$ cat src/rtl/pipe_pkg.sv
// ---------------------------------------------------------------------------
// pipe_pkg
//   Shared definitions for the inter-stage pipeline registers.
//   - pipe_state_e : occupancy encoding of the skid register
//                    (ST_EMPTY / ST_ONE / ST_FULL; the fourth code is illegal)
//   - IFID_*       : field layout of the packed IF/ID payload bus
//   - ifid_pack    : helper that builds an IF/ID payload from its fields
// ---------------------------------------------------------------------------
package pipe_pkg;

    typedef enum logic [1:0] {
        ST_EMPTY = 2'd0,
        ST_ONE   = 2'd1,
        ST_FULL  = 2'd2
    } pipe_state_e;

    localparam int IFID_W         = 64;
    localparam int IFID_PC_LSB    = 32;
    localparam int IFID_INSTR_LSB = 0;

    function automatic logic [IFID_W-1:0] ifid_pack(input logic [31:0] pc_plus4,
                                                    input logic [31:0] instr);
        logic [IFID_W-1:0] bus;
        bus = '0;
        bus[IFID_PC_LSB +: 32]    = pc_plus4;
        bus[IFID_INSTR_LSB +: 32] = instr;
        return bus;
    endfunction

endpackage

$ cat src/rtl/pipe_sat_cnt.sv
// ---------------------------------------------------------------------------
// pipe_sat_cnt
//   CNT_W-bit event counter that increments while 'en' is high and sticks at
//   all-ones instead of wrapping.
//   Ports:
//     clk   - rising-edge clock
//     reset - asynchronous, active-low reset (counter cleared to 0)
//     en    - count this cycle
//     cnt   - current count
// ---------------------------------------------------------------------------
module pipe_sat_cnt #(
    parameter int CNT_W = 16
) (
    input  logic             clk,
    input  logic             reset,
    input  logic             en,
    output logic [CNT_W-1:0] cnt
);

    logic [CNT_W-1:0] cnt_q;
    logic [CNT_W-1:0] cnt_d;

    always_comb begin
        cnt_d = cnt_q;
        if (en && (cnt_q != {CNT_W{1'b1}})) begin
            cnt_d = cnt_q + CNT_W'(1);
        end
    end

    always_ff @(posedge clk or negedge reset) begin
        if (!reset) begin
            cnt_q <= '0;
        end else begin
            cnt_q <= cnt_d;
        end
    end

    assign cnt = cnt_q;

endmodule

$ cat src/rtl/pipe_skid_reg.sv
// ---------------------------------------------------------------------------
// pipe_skid_reg
//   Generic inter-stage pipeline register with a valid/ready handshake and a
//   two-entry skid buffer (main_q presented downstream, skid_q catches the
//   beat that arrives while downstream stalls). in_ready is decoded purely
//   from the state flop, so no combinational ready path crosses stages.
//   A synchronous flush empties the register and reloads both payload
//   registers with FLUSH_VAL.
//
//   Optional feature macro: PIPE_SKID_PERF_EN adds saturating stall/flush
//   performance counters (ports stall_cnt, flush_cnt).
//
//   Ports:
//     clk       - rising-edge clock
//     reset     - asynchronous, active-low reset
//     flush     - synchronous flush, active-high
//     in_valid  - upstream beat valid
//     in_ready  - register can accept a beat (state decode only)
//     in_data   - upstream payload
//     out_valid - payload valid to downstream
//     out_ready - downstream accepts
//     out_data  - payload to downstream (always main_q)
//     stall_cnt - [PIPE_SKID_PERF_EN] cycles with out_valid & ~out_ready
//     flush_cnt - [PIPE_SKID_PERF_EN] flush cycles that discarded a beat
// ---------------------------------------------------------------------------
module pipe_skid_reg
    import pipe_pkg::*;
#(
    parameter int                DATA_W    = IFID_W,
    parameter logic [DATA_W-1:0] FLUSH_VAL = {DATA_W{1'b0}},
    parameter int                CNT_W     = 16
) (
    input  logic              clk,
    input  logic              reset,
    input  logic              flush,
    input  logic              in_valid,
    output logic              in_ready,
    input  logic [DATA_W-1:0] in_data,
    output logic              out_valid,
    input  logic              out_ready,
    output logic [DATA_W-1:0] out_data
`ifdef PIPE_SKID_PERF_EN
    ,
    output logic [CNT_W-1:0]  stall_cnt,
    output logic [CNT_W-1:0]  flush_cnt
`endif
);

    pipe_state_e       state_q;
    pipe_state_e       state_d;
    logic [DATA_W-1:0] main_q;
    logic [DATA_W-1:0] main_d;
    logic [DATA_W-1:0] skid_q;
    logic [DATA_W-1:0] skid_d;

    logic in_fire;
    logic out_fire;

    // A beat offered during a flush is dropped, so it never counts as accepted.
    assign in_fire  = in_valid & in_ready & ~flush;
    assign out_fire = out_valid & out_ready;

    // State register
    always_ff @(posedge clk or negedge reset) begin
        if (!reset) begin
            state_q <= ST_EMPTY;
        end else begin
            state_q <= state_d;
        end
    end

    // Next-state logic; flush overrides every transition.
    always_comb begin
        state_d = state_q;
        case (state_q)
            ST_EMPTY: begin
                if (in_fire) state_d = ST_ONE;
            end
            ST_ONE: begin
                if (in_fire && !out_fire)      state_d = ST_FULL;
                else if (!in_fire && out_fire) state_d = ST_EMPTY;
            end
            ST_FULL: begin
                if (out_fire) state_d = ST_ONE;
            end
            default: state_d = ST_EMPTY;
        endcase
        if (flush) begin
            state_d = ST_EMPTY;
        end
    end

    // Output decode
    always_comb begin
        out_valid = (state_q != ST_EMPTY);
        in_ready  = (state_q != ST_FULL);
        out_data  = main_q;
    end

    // Payload steering. When draining to EMPTY main_q keeps its last value;
    // the skid entry is scrubbed back to FLUSH_VAL once promoted.
    always_comb begin
        main_d = main_q;
        skid_d = skid_q;
        case (state_q)
            ST_EMPTY: begin
                if (in_fire) main_d = in_data;
            end
            ST_ONE: begin
                if (in_fire && out_fire)  main_d = in_data;
                if (in_fire && !out_fire) skid_d = in_data;
            end
            ST_FULL: begin
                if (out_fire) begin
                    main_d = skid_q;
                    skid_d = FLUSH_VAL;
                end
            end
            default: begin
                main_d = FLUSH_VAL;
                skid_d = FLUSH_VAL;
            end
        endcase
        if (flush) begin
            main_d = FLUSH_VAL;
            skid_d = FLUSH_VAL;
        end
    end

    always_ff @(posedge clk or negedge reset) begin
        if (!reset) begin
            main_q <= FLUSH_VAL;
            skid_q <= FLUSH_VAL;
        end else begin
            main_q <= main_d;
            skid_q <= skid_d;
        end
    end

`ifdef PIPE_SKID_PERF_EN
    logic stall_en;
    logic flush_en;

    assign stall_en = out_valid & ~out_ready;
    assign flush_en = flush & (state_q != ST_EMPTY);

    pipe_sat_cnt #(
        .CNT_W (CNT_W)
    ) u_stall_cnt (
        .clk   (clk),
        .reset (reset),
        .en    (stall_en),
        .cnt   (stall_cnt)
    );

    pipe_sat_cnt #(
        .CNT_W (CNT_W)
    ) u_flush_cnt (
        .clk   (clk),
        .reset (reset),
        .en    (flush_en),
        .cnt   (flush_cnt)
    );
`endif

endmodule

$ cat config.mk
export PLATFORM = sky130hd
export DESIGN_NAME = pipe_skid_reg
export DESIGN_NICKNAME = d
export VERILOG_FILES = /design/src/rtl/pipe_pkg.sv /design/src/rtl/pipe_sat_cnt.sv /design/src/rtl/pipe_skid_reg.sv
export SDC_FILE = /design/constraint.sdc
export NUM_CORES = 1
export LEC_CHECK = 0
export ABC_AREA = 1
export CORE_MARGIN = 5
export CORE_UTILIZATION = 68
export CTS_CLUSTER_SIZE = 25
export DETAILED_ROUTE_END_ITERATION = 10
export DONT_BUFFER_PORTS = 1
export GPL_TIMING_DRIVEN = 0
export PLACE_DENSITY_LB_ADDON = 0.05
export SYNTH_ARGS = -nofsm -noshare
export SYNTH_HDL_FRONTEND = slang
export SYNTH_HIERARCHICAL = 1
export SYNTH_SLANG_ARGS = --single-unit
$ cat constraint.sdc
create_clock -name clk -period 2.3 [get_ports clk]
set_input_delay 0.46 -clock clk [delete_from_list [all_inputs] [get_ports clk]]
set_output_delay 0.46 -clock clk [all_outputs]
set_load 0.005 [all_outputs]
==> results of run 1 <==
==> power by group <==
part | internal [W] | total (W) | switching (W)
registers | 0.00252 | 0.00270 | 0.000180
clock network | 0.00146 | 0.00253 | 0.00108
logic | 0.000291 | 0.000976 | 0.000686
==> flip-flops by register name (all words and copies together) (netlist names) <==
signal and flops:
state_q 2, out_data 64, skid_q 64
==> synth_stat cells (all sizes together) <==
master / count / area share
nand2: 332 / 0.20
nand3: 152 / 0.12
o32ai: 1 / 0.0014
nand4: 42 / 0.041
clkbuf: 22 / 0.013
nor2: 29 / 0.020
inv: 8 / 0.0051
a21oi: 42 / 0.033
buf: 50 / 0.046
dfrtp: 130 / 0.51
o21ai: 25 / 0.020
==> cell families (layout without fill, tap and decap cells) <==
kind of cell | count (synthesis) | after routing | share of synthesized area
buf+inv | 80 | 112 | 0.0636
flops | 130 | 130 | 0.506
compound gates | 68 | 68 | 0.0541
simple gates | 555 | 555 | 0.376
==> how the worst min path moves through the flow <==
| stage | startpoint | end | slack, ps |
|---|---|---|---|
| floorplan | reset | out_data[0]$_DFFE_PN0P_ | 160 |
| global placement | reset | out_data[51]$_DFFE_PN0P_ | 170 |
| detailed placement | reset | out_data[51]$_DFFE_PN0P_ | 170 |
| CTS | reset | skid_q[49]$_DFFE_PN0P_ | -380 |
| global route | reset | out_data[50]$_DFFE_PN0P_ | -390 |
| finish | reset | out_data[50]$_DFFE_PN0P_ | -370 |
==> metal layers <==
metal	vias to the layer above	GRT usage	share of wire
met1	2856	0.396	0.38
li1	2805	-	-
met2	369	0.500	0.48
met4	0	0.104	0.026
met3	49	0.0912	0.11
met5	-	0	0
==> layout make-up <==
class / instances / area [sq um] / area share
buffer: 72 / 377 / 0.0526
clock buffer: 17 / 414 / 0.0579
clock inverter: 15 / 148 / 0.0206
inverter: 8 / 32.5 / 0.00455
multi-input combinational: 623 / 2770 / 0.387
sequential: 130 / 3250 / 0.455
tap: 129 / 161 / 0.0226
==> stage by stage <==
stage          total power (W)  hold WS, ps  cell area (sq um)
2_1_floorplan          0.00341          164               6430
3_3_place_gp           0.00364          167               6590
3_5_place_dp           0.00369          168               6590
4_1_cts                0.00621         -384               7150
5_1_grt                0.00646         -387               7150
6_report               0.00620         -365               7150
==> worst max-delay path, stage by stage (launching register included) <==
cell and delay, ps:
dfrtp_1 360, buf_4 170, inv_4 150, nand2_4 100, nor2_4 250, nand2_2 120, nand2_2 260, buf_2 290
nand2_1 80, nand2_1 70
==> timing repair <==
item / in CTS / in global routing
endpoints found under the hold margin: 130 / 130
gates resized for setup: 0 / 0
setup endpoints to repair: 0 / 0
==> results.md, run 1 <==
- Number of DRC markers in iteration 0: 682
- Max cap viols: 0
- Crit-path max FO: 10
- Syn Inst Count: between 800 and 900
- DRC: 0
- Yosys warning total: 6
- Leak: 3.74 nW
- Violated checks: negative hold slack
- Antenna Cells: 0
- First-pass GRT wire length: 28300 um
- Status: finished with violations
- Worst slack at placement: 355 ps
- Post-layout util: 0.774
- R2R depth: 9
- Clock Skews: 12.1 ps
- Remaining Overflow, GRT: 0
- Startpoint types: flop
- Critical Path End: out_data[25]$_DFFE_PN0P_
- Vias/cell: 6.12
- Commonest non-fill, non-tap cells in the layout: nand2_1 (327), nand3_1 (152), dfrtp_1 (130)
- Vias in the first global route: around 5.8k
- Reg-to-reg startpoint: state_q[1]$_DFFE_PN0P_
- P&R area growth vs syn: 11.2%
- Final worst slack: 391 ps
- Finished Layout Cells: about 990
- Avg Cell Area, Syn: approximately 7.7 sq um
- Vias: just over 6k
- Pwr dens: 867 nW/um^2
- # Post-CTS Setup Buffers: 0
- Post-Route Setup TNS: 0 ps
- Worst-Skew Late Latency: between 500 and 600 ps
- Worst reg2reg path endpoint: out_data[25]$_DFFE_PN0P_
- DP HPWL: 11700 um
- Fin crit period: around 1900 ps
- Crit path from: state_q[1]$_DFFE_PN0P_
- Detailed Route WL: 17300 um
- PortBufs: 0
- Clock tree from TritonCTS: yes
- CP Capture Type: flop
- Fmax: 0.524 GHz
- Die area: 11500 sq um
- Count of final setup violators: 0
- Reg clk slew, reported paths: 60 ps
- Slew Limit Fails: 0
- Longest Clk Path Bufs: 2
- Clock Sinks: 130
- Core footprint: 9240 sq um
- Initial antenna violation count: 0
- Post-Syn Area: 6430 sq um
- DIE HEIGHT: 107 um
- Slew HR: 0.623
- Unrepaired setup endpoints after global routing: no
- H-Tree Depth: 4
- Hold Path Class: in -> async
- ANT nets after route: 0
- Req. time, crit path: 2760 ps
- Final Hold Viols: 130
- Worst-Margin Slew: 566 ps
- Clk root buf: clkbuf_8
- Syn Nets: 902
- TritonCTS buffer count: 17
- Register area share after synthesis: 0.506
- Chip Width: 107 um
- Arrival time at the worst endpoint: 2370 ps
- Net count, final: 921
- Share of layout cells above drive strength 1: 0.104
- Filler cells: 679
- Most common cell after layout, fill and taps aside: nand2_1
- Synth unique cells: 21
- Rows: 35
- Period utilization: 0.830
- Max VDD drop: 504 uV
- First drt pass iteration count: 6
- GP Congestion: 0.853
- Hold_ws: -365 ps
- Starting Density: 0.696
- Critical Setup Path Class: reg -> reg
- Wire length per cell: roughly 17 um
- Reg-to-reg slack, setup: a little under 400 ps
- I/O pin count: 135
- GR Util All Layers: 0.308
- Cell count after placement: 962
- Flops & latches, synth: 130
- Largest net degree at the start of global routing: 131
Note: power is estimated with default switching activity, not from simulation.
==> run 2: changes to the inputs <==
--- a/config.mk
+++ b/config.mk
@@ -5,9 +5,9 @@
 export SDC_FILE = /design/constraint.sdc
 export NUM_CORES = 1
 export LEC_CHECK = 0
-export ABC_AREA = 1
+export ABC_AREA = 0
 export CORE_MARGIN = 5
-export CORE_UTILIZATION = 68
+export CORE_UTILIZATION = 57
 export CTS_CLUSTER_SIZE = 25
 export DETAILED_ROUTE_END_ITERATION = 10
 export DONT_BUFFER_PORTS = 1
==> constraint.sdc (replaced) <==
create_clock -name clk -period 1.5 [get_ports clk]
set_input_delay 0.3 -clock clk [delete_from_list [all_inputs] [get_ports clk]]
set_output_delay 0.3 -clock clk [all_outputs]
set_load 0.005 [all_outputs]
==> run 2 against run 1 <==
- the run ends with negative hold slack, negative setup slack left
- sequential share of layout area fell by 1.2 points
- first-iteration DRC count fell by 48%
- global-route usage down 4.7 points
- total power up 29%
- design area up 2.7%
- final cell count shrank 31%
- critical path depth shrank 7
- worst setup slack worse by 450 ps
- via count decreased by 28%
- largest power group unchanged
- highest routed layer unchanged
==> results.md, run 2 <==
- Post-Syn Area: 5720 sq um
- Cell count after placement: 579
- P&R area growth vs syn: 28.4%
- Finished Layout Cells: 681
- Leak: 3.41 nW
- Worst reg2reg path endpoint: out_data[62]$_DFFE_PN0P_
- Remaining Overflow, GRT: 0
- Vias: 4403
- Clock tree from TritonCTS: yes
- Pwr dens: 1090 nW/um^2
- Reg clk slew, reported paths: 50 ps
- Count of final setup violators: 3
- Flops & latches, synth: 130
- Crit-path max FO: 7
- Reg-to-reg slack, setup: -20 ps
- Fin crit period: 1560 ps
- Worst-Skew Late Latency: around 520 ps
- Syn Inst Count: 446
- Arrival time at the worst endpoint: roughly 1300 ps
- Starting Density: 0.585
- Unrepaired setup endpoints after global routing: yes
- Hold_ws: -527 ps
- Status: finished with violations
- Post-synthesis compound-gate area fraction: 0.220
- Number of DRC markers in iteration 0: 356
- ANT nets after route: 0
- Post-Synth Adder-Cell Area: 0
- Hold_buf cts: 65
- Startpoint types: flop
- Worst-Margin Slew: roughly 370 ps
- Slew HR: 0.751
- Chip Width: 110 um
- Violated checks: negative hold slack, negative setup slack
- Initial antenna violation count: 0
- First-pass GRT wire length: about 24000 um
- PortBufs: 0
- Synth unique cells: 24
- Post-layout util: 0.752
- Fmax: 0.640 GHz
- Register area share after synthesis: 0.569
- Largest family of logic cells by synthesized area: compound AO/OA/AOI/OAI gates
- Slew Limit Fails: 0
- Leading area contributor after synthesis: dfrtp_1
- First drt pass iteration count: 5
- EDFF count, synth: 0
- Top post-synthesis cells by area: dfrtp_1 (57%), a221o_1 (11%), mux2i_1 (11%)
- Wire length per cell: ~23 um
- Xor/xnor share of the synthesized area: 0
- Most common cell after layout, fill and taps aside: dfrtp_1
- GP Congestion: ~0.75
- Period utilization: 1.04
- Commonest non-fill, non-tap cells in the layout: dfrtp_1 (129), dlygate4sd3_1 (65), mux2i_1 (64), a221o_1 (64), a22o_1 (64)
- Final Hold Viols: 130
- Syn Nets: a little over 500
- Vias/cell: 6.47
- I/O pin count: about 140
- Avg Cell Area, Syn: 12.8 sq um
- DRC: 0
- Mux share of post-synthesis cell area: 0.112
- Main synth FF type: dfrtp_1
- Most frequent cells after synthesis: dfrtp_1 (130), a221o_1 (64), a22o_1 (64), mux2i_1 (64), nor2_1 (64)
- Yosys top cell area share: 0.569
- Synth async-reset ratio: 1.00
- H-Tree Depth: 4
- Yosys warning total: 6
- TritonCTS buffer count: 17
- Final worst slack: -62.0 ps
- Die area: 12100 sq um
- DIE HEIGHT: around 110 um
- Req. time, crit path: 1200 ps
- Largest net degree at the start of global routing: 131
- Hold Path Class: in -> async
- Reg-to-reg startpoint: state_q[0]$_DFFE_PN0P_
- Vias in the first global route: 4466
- Longest Clk Path Bufs: 2
- Clk root buf: clkbuf_8
- Top-count cell post-synth: dfrtp_1
- Critical Setup Path Class: reg -> out
- Net count, final: between 600 and 700
- Post-Route Setup TNS: -81.2 ps
- Clock Sinks: 130
- Simple-gate portion of the synthesized area: 0.0575
- GR Util All Layers: 0.261
- Rows: 36
- CP Capture Type: output port
- Detailed Route WL: 15500 um
- Max cap viols: 0
- Core footprint: 9770 sq um
- DP HPWL: between 9000 and 10000 um
- Share of layout cells above drive strength 1: 0.175
- R2R depth: 5
- Antenna Cells: 0
- Max VDD drop: 767 uV
- Clock Skews: 6.47 ps
-- run 2: worst max-delay path, cell delays in order, from the launching register on --
cell,delay [ps]
dfrtp_1,370
buf_6,130
or2_4,240
-- run 2: logic make-up (layout without fill, tap and decap cells) --
kind of cell | count (synthesis) | after routing
and+or+nand+nor | 77 | 77
muxes | 64 | 64
AOI/OAI and AO/OA | 133 | 133
buffers and inverters | 42 | 144
DFF | 130 | 130
-- run 2: report_power, final --
part           switching [W]  leakage (nW)  internal (W)
clock                0.00138         0.222       0.00197
combinational       0.000388          1.42      0.000455
sequential          0.000165          1.77       0.00367
total                0.00193          3.41       0.00610
-- run 2: worst max-delay path by stage --
stage,from,endpoint,slack [ps],cells after the start
after floorplan,state_q[1]$_DFFE_PN0P_,out_data[0]$_DFFE_PN0P_,-20,6
after global placement,state_q[1]$_DFFE_PN0P_,skid_q[60]$_DFFE_PN0P_,-410,5
after detailed placement,state_q[1]$_DFFE_PN0P_,skid_q[20]$_DFFE_PN0P_,-460,5
after CTS,state_q[1]$_DFFE_PN0P_,out_valid,-90,2
after global routing,state_q[1]$_DFFE_PN0P_,out_valid,-120,2
final,state_q[1]$_DFFE_PN0P_,out_valid,-60,2
-- run 2: through the flow --
step | power (W) | hold slack (ps) | cell area (sq um) | setup WS [ps]
after floorplan | 0.00428 | 4.41 | 5740 | -18.4
final | 0.00803 | -527 | 7350 | -62.0
after global placement | 0.00442 | 7.99 | 5900 | -409
after detailed placement | 0.00444 | 7.82 | 5900 | -462
after CTS | 0.00797 | -553 | 7150 | -87.6
after global routing | 0.00831 | -555 | 7350 | -123
-- run 2: cell type report --
| class | instances | area [sq um] |
|---|---|---|
| multi-input combinational | 274 | 2310 |
| timing repair buffer | 76 | 763 |
| buffer | 41 | 400 |
| fill | 666 | 2430 |
| clock inverter | 2 | 10.0 |
| sequential | 130 | 3250 |
| clock buffer | 25 | 444 |
| tap | 133 | 166 |
-- run 2: what timing repair did --
item | in CTS | in global routing
gates cloned | 0 | 2
setup endpoints to repair | 130 | 122
endpoints found under the hold margin | 259 | 130
buffers inserted | 6 | 3
pin swaps | 3 | 4
gates resized for setup | 30 | 49
-- run 2: routing by layer --
metal | part of all wire | track usage
met5 | 0 | 0
met4 | 0.015 | 0.0818
met3 | 0.085 | 0.0920
met2 | 0.48 | 0.400
met1 | 0.42 | 0.351
